### src/rtl/masked_share_decoder.sv
// masked_share_decoder
//
// Recombines a two-share Boolean-masked word back into plaintext
// (y = s0 ^ s1). Both shares are first refreshed with the same fresh random
// word m, then folded across separate register stages so that the two shares
// never meet in one combinational cone:
//   accept edge : t0 <= s0^m, t1 <= s1^m
//   HOLD edge   : acc <= t0, t0 <= 0
//   FOLD edge   : y <= acc^t1, acc <= 0, t1 <= 0, out_valid <= 1
//   OUT edge    : on out_ready, y <= 0, out_valid <= 0, dec_count++
// One word is in flight at a time; a word occupies four cycles minimum.
//
// Ports:
//   clk        system clock, all state on the rising edge
//   rst        synchronous active-high reset, priority over everything
//   in_valid   share pair and random word present
//   in_ready   block can accept (IDLE only)
//   s0, s1     input shares (WIDTH)
//   m          fresh refresh randomness (WIDTH)
//   out_valid  plaintext valid
//   out_ready  downstream accepts plaintext
//   y          registered plaintext (WIDTH)
//   busy       high in any state other than IDLE
//   dec_count  completed output handshakes, wraps modulo 2^CNT_W
module masked_share_decoder #(
    parameter int WIDTH = 8,
    parameter int CNT_W = 16
) (
    input  logic             clk,
    input  logic             rst,
    input  logic             in_valid,
    output logic             in_ready,
    input  logic [WIDTH-1:0] s0,
    input  logic [WIDTH-1:0] s1,
    input  logic [WIDTH-1:0] m,
    output logic             out_valid,
    input  logic             out_ready,
    output logic [WIDTH-1:0] y,
    output logic             busy,
    output logic [CNT_W-1:0] dec_count
);

    typedef enum logic [1:0] {
        ST_IDLE = 2'd0,
        ST_HOLD = 2'd1,
        ST_FOLD = 2'd2,
        ST_OUT  = 2'd3
    } state_t;

    state_t state_reg;
    state_t state_next;

    logic [WIDTH-1:0] t0_reg;
    logic [WIDTH-1:0] t1_reg;
    logic [WIDTH-1:0] acc_reg;
    logic [WIDTH-1:0] y_reg;
    logic             out_valid_reg;
    logic [CNT_W-1:0] dec_count_reg;

    // Refresh cones: each share is masked with m on its own, so s0 and s1
    // never share a combinational cone.
    logic [WIDTH-1:0] s0_ref;
    logic [WIDTH-1:0] s1_ref;
    // Final fold of refreshed share 0 (held in acc) with refreshed share 1.
    logic [WIDTH-1:0] fold;

    genvar gi;
    generate
        for (gi = 0; gi < WIDTH; gi++) begin : g_bit
            assign s0_ref[gi] = s0[gi] ^ m[gi];
            assign s1_ref[gi] = s1[gi] ^ m[gi];
            assign fold[gi]   = acc_reg[gi] ^ t1_reg[gi];
        end
    endgenerate

    // State register
    always_ff @(posedge clk) begin
        if (rst) begin
            state_reg <= ST_IDLE;
        end else begin
            state_reg <= state_next;
        end
    end

    // Next-state logic
    always_comb begin
        state_next = state_reg;
        case (state_reg)
            ST_IDLE: if (in_valid)  state_next = ST_HOLD;
            ST_HOLD:                state_next = ST_FOLD;
            ST_FOLD:                state_next = ST_OUT;
            ST_OUT:  if (out_ready) state_next = ST_IDLE;
            default:                state_next = ST_IDLE;
        endcase
    end

    // Output decode from the state register
    always_comb begin
        in_ready = (state_reg == ST_IDLE);
        busy     = (state_reg != ST_IDLE);
    end

    // Datapath: shares, accumulator, plaintext, counter.
    // Inputs are only looked at on the accepting edge, so X on s0/s1/m in
    // any other cycle never reaches a register.
    always_ff @(posedge clk) begin
        if (rst) begin
            t0_reg        <= '0;
            t1_reg        <= '0;
            acc_reg       <= '0;
            y_reg         <= '0;
            out_valid_reg <= 1'b0;
            dec_count_reg <= '0;
        end else begin
            case (state_reg)
                ST_IDLE: begin
                    if (in_valid) begin
                        t0_reg <= s0_ref;
                        t1_reg <= s1_ref;
                    end
                end
                ST_HOLD: begin
                    acc_reg <= t0_reg;
                    t0_reg  <= '0;
                end
                ST_FOLD: begin
                    y_reg         <= fold;
                    acc_reg       <= '0;
                    t1_reg        <= '0;
                    out_valid_reg <= 1'b1;
                end
                ST_OUT: begin
                    if (out_ready) begin
                        out_valid_reg <= 1'b0;
                        y_reg         <= '0;
                        dec_count_reg <= dec_count_reg + 1'b1;
                    end
                end
                default: begin
                    out_valid_reg <= 1'b0;
                end
            endcase
        end
    end

    assign y         = y_reg;
    assign out_valid = out_valid_reg;
    assign dec_count = dec_count_reg;

endmodule

### config.mk
export PLATFORM = sky130hd
export DESIGN_NAME = masked_share_decoder
export DESIGN_NICKNAME = d
export VERILOG_FILES = /design/src/rtl/masked_share_decoder.sv
export SDC_FILE = /design/constraint.sdc
export NUM_CORES = 1
export LEC_CHECK = 0
export CORE_ASPECT_RATIO = 1.1
export CORE_UTILIZATION = 49
export DETAILED_ROUTE_END_ITERATION = 8
export GPL_TIMING_DRIVEN = 0
export PLACE_DENSITY = 0.79
export SYNTH_ARGS = -nofsm -noshare
export SYNTH_HDL_FRONTEND = slang
export SYNTH_SLANG_ARGS = --single-unit
export TNS_END_PERCENT = 10
### constraint.sdc
create_clock -name clk -period 2.1 [get_ports clk]
set_input_delay 0.42 -clock clk [delete_from_list [all_inputs] [get_ports clk]]
set_output_delay 0.42 -clock clk [all_outputs]
set_load 0.005 [all_outputs]
==> results of run 1 <==
metrics by stage:
stage / setup TNS, ns / cells / hold WS, ns
4_1_cts: 0 / 374 / 0.408
6_report: 0 / 374 / 0.405
2_1_floorplan: 0 / 259 / 0.457
5_1_grt: 0 / 374 / 0.417
3_3_place_gp: -0.248 / 366 / 0.461
3_5_place_dp: -0.361 / 366 / 0.474
final timing paths:
| check | slack [ns] | depth (start not counted) | end |
|---|---|---|---|
| min reg2reg | 0.48 | 2 | dec_count[15] |
| max | 0.1 | 4 | busy |
| min | 0.40 | 2 | dec_count[1] |
| max reg2reg | 0.15 | 8 | t1_reg[3] |
logic make-up after synthesis:
group	synth area share, %
AND/OR/NAND/NOR	22.3
flip-flops	44.6
AO/OA/AOI/OAI	12.4
XOR/XNOR	12.6
buffers and inverters	3.99
adder cells (fa/ha/maj)	2.74
multiplexers	1.31
layer usage:
metal | GRT usage [%] | routed length [um]
met1 | 25.6 | 2190
met2 | 39.2 | 2370
met3 | 5.28 | 223
met4 | 5.67 | 40
met5 | 0 | 0
cell usage after synthesis:
cell type,number,area share [%]
nor3_1,16,3.5
nand2b_1,8,2.2
and3_2,1,0.33
nand4_1,3,0.82
and4_1,2,0.77
dfxtp_1,51,45
ha_1,5,2.7
o2bb2ai_1,1,0.38
nand3_2,1,0.44
and4_4,1,0.49
nand2_4,1,0.49
nand3_1,7,1.5
or3_1,1,0.27
o21ai_0,2,0.44
buf_6,1,0.49
nor2b_1,1,0.27
or3_2,1,0.33
xor2_1,17,6.5
nor2_1,36,5.9
nand3b_1,8,2.6
buf_2,4,0.88
buf_4,1,0.33
xnor2_1,16,6.1
o31ai_1,4,1.3
mux2i_1,3,1.3
or4_1,4,1.3
inv_1,5,0.82
nand2_1,6,0.98
a22oi_1,8,2.6
clkbuf_1,9,1.5
a21oi_1,35,7.7
worst max-delay path: stages, from the launching register on:
cell	delay, ns
dfxtp_1	0.39
inv_1	0.08
ha_2	0.23
inv_1	0.09
clkdlybuf4s50_1	0.50
cell type report:
cell class	count	area (um2)
buffer	15	72.6
inverter	5	18.8
sequential	51	1020
tap	54	67.6
fill	374	1380
clock buffer	8	100
timing repair buffer	53	531
multi-input combinational	188	1190
layout by cell type (no fill, tap or decap), types with 7 or more instances in the layout:
master / n
clkdlybuf4s50_1: 53
dfxtp_1: 50
nor2_1: 36
a21oi_1: 34
xor2_1: 17
xnor2_1: 16
nor3_1: 16
clkbuf_1: 10
nand2b_1: 8
nand3b_1: 8
a22oi_1: 8
nand3_1: 7
clkbuf_8: 7
report_power, final:
group / switching (mW) / total, mW / internal [mW]
Clock: 0.294 / 0.595 / 0.301
Combinational: 0.273 / 0.522 / 0.249
Sequential: 0.0466 / 1.08 / 1.04
Total: 0.614 / 2.20 / 1.59
timing repair:
| action | CTS | global route |
|---|---|---|
| endpoints found under the setup margin | 2 | 12 |
| setup buffers | 0 | 0 |
| gates resized for setup | 1 | 4 |
==> impl_metrics.csv, run 1 <==
group,metric,value,unit
run_status,status,"complete, no violations",
sta,fmax,0.499,GHz
synthesis,yosysWarningCount,0,
route,route.vias.total,1997,
final_layout,fin_util,68.5,%
global_routing,grt_pass1_vias,1854,
die,num_rows,25,
global_routing,antenna_found_initial,0,
synthesis,ys_ff_latch,51,
die,initial_core_util,52.2,%
clock_tree,h-tree-depth,2,
die,fp.coreArea,4380,um2
final_layout,drive_gt1_share,7.19,%
global_routing,gr-total-overflow,0,
clock_tree,cts_buffers,5,
route,drc_errors,0,
sta,fin_skew,0.00552,ns
placed_design,place_congestion,0.793,
clock_tree,holdBufCountCts,0,
route,first_iter_violations,90,
clock_tree,path_clk_slew,0.09,ns
die,die_area,4950,um2
global_routing,grt_pass1_wl,8230,um
synthesis,yosysUniqueCellTypes,31,
worst_setup_path,critPathKind,"register to primary output",
route,via_per_inst,5.34,
sta,setup_viol,0,
final_layout,area_delta_synth_final,31.2,%
die,die_height,73.7,um
route,first_pass_iters,5,
pwr,power_density,733,nW/um2
clock_tree,cts_sinks,51,
pwr,p_leak,1.10,nW
pwr,irDropWorstVdd,0.479,mV
min_path,min_path_type,"input pin to register",
sta,finalMaxSlewViolations,0,
clock_tree,tritoncts,"done",
global_routing,grt_max_degree,15,
pwr,totalPowerFinal,2.20,mW
global_routing,grt_use_total,21.9,%
final_layout,fin_area,3000,um2
clock_tree,cts_max_path_buffers,2,
worst_setup_path,crit_arrival,1.58,ns
sta,period_share,95.4,%
clock_tree,clock_latency,0.29,ns
die,die_w,67.1,um
worst_setup_path,endpoint_kind,"primary output",
job,cap_violations,0,
synthesis,syn_area_per_cell,8.83,um2
worst_setup_path,path_max_fanout,4,
route,routedWlPerCell,12.9,um
worst_setup_path,crit_required,1.68,ns
final_layout,n_antenna_cell,0,
sta,tightest_slew,0.505,ns
final_layout,largest_register_ffs,16,
sta,fin_crit,2.00,ns
sta,rsz0062_at_grt,"no",
die,io_pins,55,
placed_design,port_buffers,53,
placed_design,hpwl,3690,um
route,postRouteAntennaNets,0,
synthesis,syn_inst,259,
worst_setup_path,start_kind,"register",
synthesis,synth_area,2290,um2
clock_tree,cts_root_buffer,"clkbuf_8",
synthesis,syn-num-nets,292,
synthesis,synth_seq_area_share,44.6,%
worst_setup_path,crit_start,"state_reg[0]",
sta,setup_slack,0.0959,ns
route,routed_wl,4820,um
sta,slew_headroom,66.3,%
final_layout,fin_nets,352,
sta,hold_viol,0,
min_path,min_from,"rst",
placed_design,dp_slack,-0.106,ns
placed_design,postPlaceCellArea,2890,um2
worst_setup_path,r2r-start,"state_reg[0]",
Power figures use the tool's default switching activity.
==> inputs of run 2 (changes only) <==
--- a/config.mk
+++ b/config.mk
@@ -10,6 +10,7 @@
 export DETAILED_ROUTE_END_ITERATION = 8
 export GPL_TIMING_DRIVEN = 0
 export PLACE_DENSITY = 0.79
+export SETUP_SLACK_MARGIN = 0.02
 export SYNTH_ARGS = -nofsm -noshare
 export SYNTH_HDL_FRONTEND = slang
 export SYNTH_SLANG_ARGS = --single-unit
==> run 2 against run 1 <==
Effect of this change:
- routed wire length stayed put
- sequential cell count stayed put
- fmax is 2.5% higher
- count of clock-buffer cells in the layout stayed put
- die area stayed put
- first-iteration DRC count stayed put
- sequential share of layout area hardly changed
- total power hardly changed
- combinational power hardly changed
- critical path type unchanged
==> impl_metrics.csv, run 2 (same netlist as run 1, synthesis figures left out) <==
group,metric,value,unit
run_status,status,"complete, no violations",
worst_setup_path,crit_start,"state_reg[0]",
clock_tree,cts_root_buffer,"clkbuf_8",
final_layout,area_delta_synth_final,31.2,%
pwr,netSwitchingFraction,27.9,%
final_layout,n_antenna_cell,0,
pwr,irDropWorstVdd,0.479,mV
pwr,pwr-share-seq,49.3,%
pwr,p_int,1.59,mW
route,postRouteAntennaNets,0,
global_routing,grt_pass1_wl,8230,um
sta,finalMaxSlewViolations,0,
placed_design,place_congestion,0.793,
pwr,switchingPower,0.614,mW
clock_tree,path_clk_slew,0.09,ns
die,die_w,67.1,um
final_layout,fin_area,3000,um2
sta,slew_headroom,66.3,%
pwr,p_leak,1.10,nW
sta,setup_slack,0.144,ns
clock_tree,holdBufCountCts,0,
clock_tree,cts_setup_buffers,0,
min_path,min_path_type,"input pin to register",
global_routing,grt_use_total,21.9,%
sta,rsz0062_at_grt,"no",
die,fp.coreArea,4380,um2
worst_setup_path,endpoint_kind,"primary output",
route,routed_wl,4820,um
final_layout,drive_gt1_share,7.50,%
global_routing,grt_pass1_vias,1854,
final_layout,largest_register_ffs,16,
min_path,hold_depth,2,
worst_setup_path,start_kind,"register",
clock_tree,cts_buffers,5,
final_layout,fillers,373,
worst_setup_path,r2r-start,"state_reg[0]",
route,first_pass_iters,5,
worst_setup_path,reg2reg_depth,8,
sta,fin_crit,1.96,ns
clock_tree,clock_latency,0.29,ns
die,io_pins,55,
route,drc_errors,0,
placed_design,dp_slack,-0.106,ns
pwr,power_density,733,nW/um2
final_layout,layout_common_cells,"clkdlybuf4s50_1, dfxtp_1, nor2_1",
pwr,p_comb_share,23.7,%
worst_setup_path,reg2reg_to,"t1_reg[3]",
clock_tree,cts_max_path_buffers,2,
sta,tightest_slew,0.505,ns
die,initial_core_util,52.2,%
route,via_per_inst,5.34,
sta,hold_viol,0,
sta,fin_skew,0.00552,ns
route,routedWlPerCell,12.9,um
die,die_height,73.7,um
sta,fmax,0.511,GHz
final_layout,fin_nets,352,
worst_setup_path,critPathKind,"register to primary output",
route,route.vias.total,1997,
sta,tns,0,ns
placed_design,postPlaceCellArea,2890,um2
worst_setup_path,path_max_fanout,4,
min_path,min_from,"rst",
global_routing,grt_max_degree,15,
clock_tree,tritoncts,"done",
pwr,totalPowerFinal,2.20,mW
global_routing,antenna_found_initial,0,
sta,setup_viol,0,
pwr,p_clk_share,27.0,%
job,cap_violations,0,
sta,hold_ws,0.405,ns
worst_setup_path,regToRegSetupSlack,0.20,ns
placed_design,port_buffers,53,
clock_tree,cts_sinks,51,
min_path,whs_endpoint,"dec_count[1]",
placed_design,hpwl,3690,um
sta,period_share,93.1,%
die,die_area,4950,um2
die,num_rows,25,
worst_setup_path,crit_required,1.68,ns
clock_tree,h-tree-depth,2,
worst_setup_path,crit_arrival,1.54,ns
route,first_iter_violations,90,
global_routing,gr-total-overflow,0,
final_layout,final_common_cell,"clkdlybuf4s50_1",
[run 2: area by class of cell]
class / count / area (um2) / area share, %
flip-flops and latches: 51 / 1020 / 34.1
repair buffers: 53 / 531 / 17.7
inverters: 5 / 18.8 / 0.625
plain buffers: 15 / 72.6 / 2.42
well taps: 54 / 67.6 / 2.25
multi-input cells: 188 / 1190 / 39.6
clock buffers: 8 / 100 / 3.33
[run 2: repair_timing]
| item | in CTS | in global routing |
|---|---|---|
| hold endpoints to repair | 0 | 0 |
| gates resized for setup | 1 | 5 |
| setup endpoints to repair | 4 | 16 |
[run 2: worst max path at each step]
stage	end	cells after the start
6_report	busy	4
5_1_grt	t0_reg[7]	8
4_1_cts	y[5]	8
3_5_place_dp	t1_reg[3]	6
3_3_place_gp	t1_reg[3]	6
2_1_floorplan	t1_reg[3]	8
[run 2: critical path, cell delays in order, from the launching register on]
cell and delay, ns:
dfxtp_2 0.36, inv_1 0.06, ha_2 0.22, inv_1 0.09, clkdlybuf4s50_1 0.50
[run 2: power by group through the flow]
stage                     sequential (mW)  combinational, mW  clock [mW]
after floorplan                      1.09              0.325           0
after global placement               1.10              0.495           0
after detailed placement             1.11              0.507           0
after CTS                            1.08              0.516       0.608
after global routing                 1.09              0.578       0.648
final                                1.08              0.522       0.595
[run 2: layer usage]
metal | track usage (%) | routed length, um | vias up
li1 | - | - | 1005
met1 | 25.6 | 2190 | 926
met2 | 39.2 | 2370 | 61
met3 | 5.28 | 223 | 5
met4 | 5.67 | 40 | 0
met5 | 0 | 0 | -
[run 2: through the flow]
stage          std cells  util (%)
2_1_floorplan        259         -
3_3_place_gp         366      65.9
3_5_place_dp         366      65.9
4_1_cts              374      68.3
5_1_grt              374      68.5
6_report             374      68.5
==> inputs of run 3 (changes only) <==
--- a/config.mk
+++ b/config.mk
@@ -5,6 +5,7 @@
 export SDC_FILE = /design/constraint.sdc
 export NUM_CORES = 1
 export LEC_CHECK = 0
+export CAP_MARGIN = 10
 export CORE_ASPECT_RATIO = 1.1
 export CORE_UTILIZATION = 49
 export DETAILED_ROUTE_END_ITERATION = 8
==> results of run 3 <==
Final layout, timing and power as in run 2 (identical DEF).
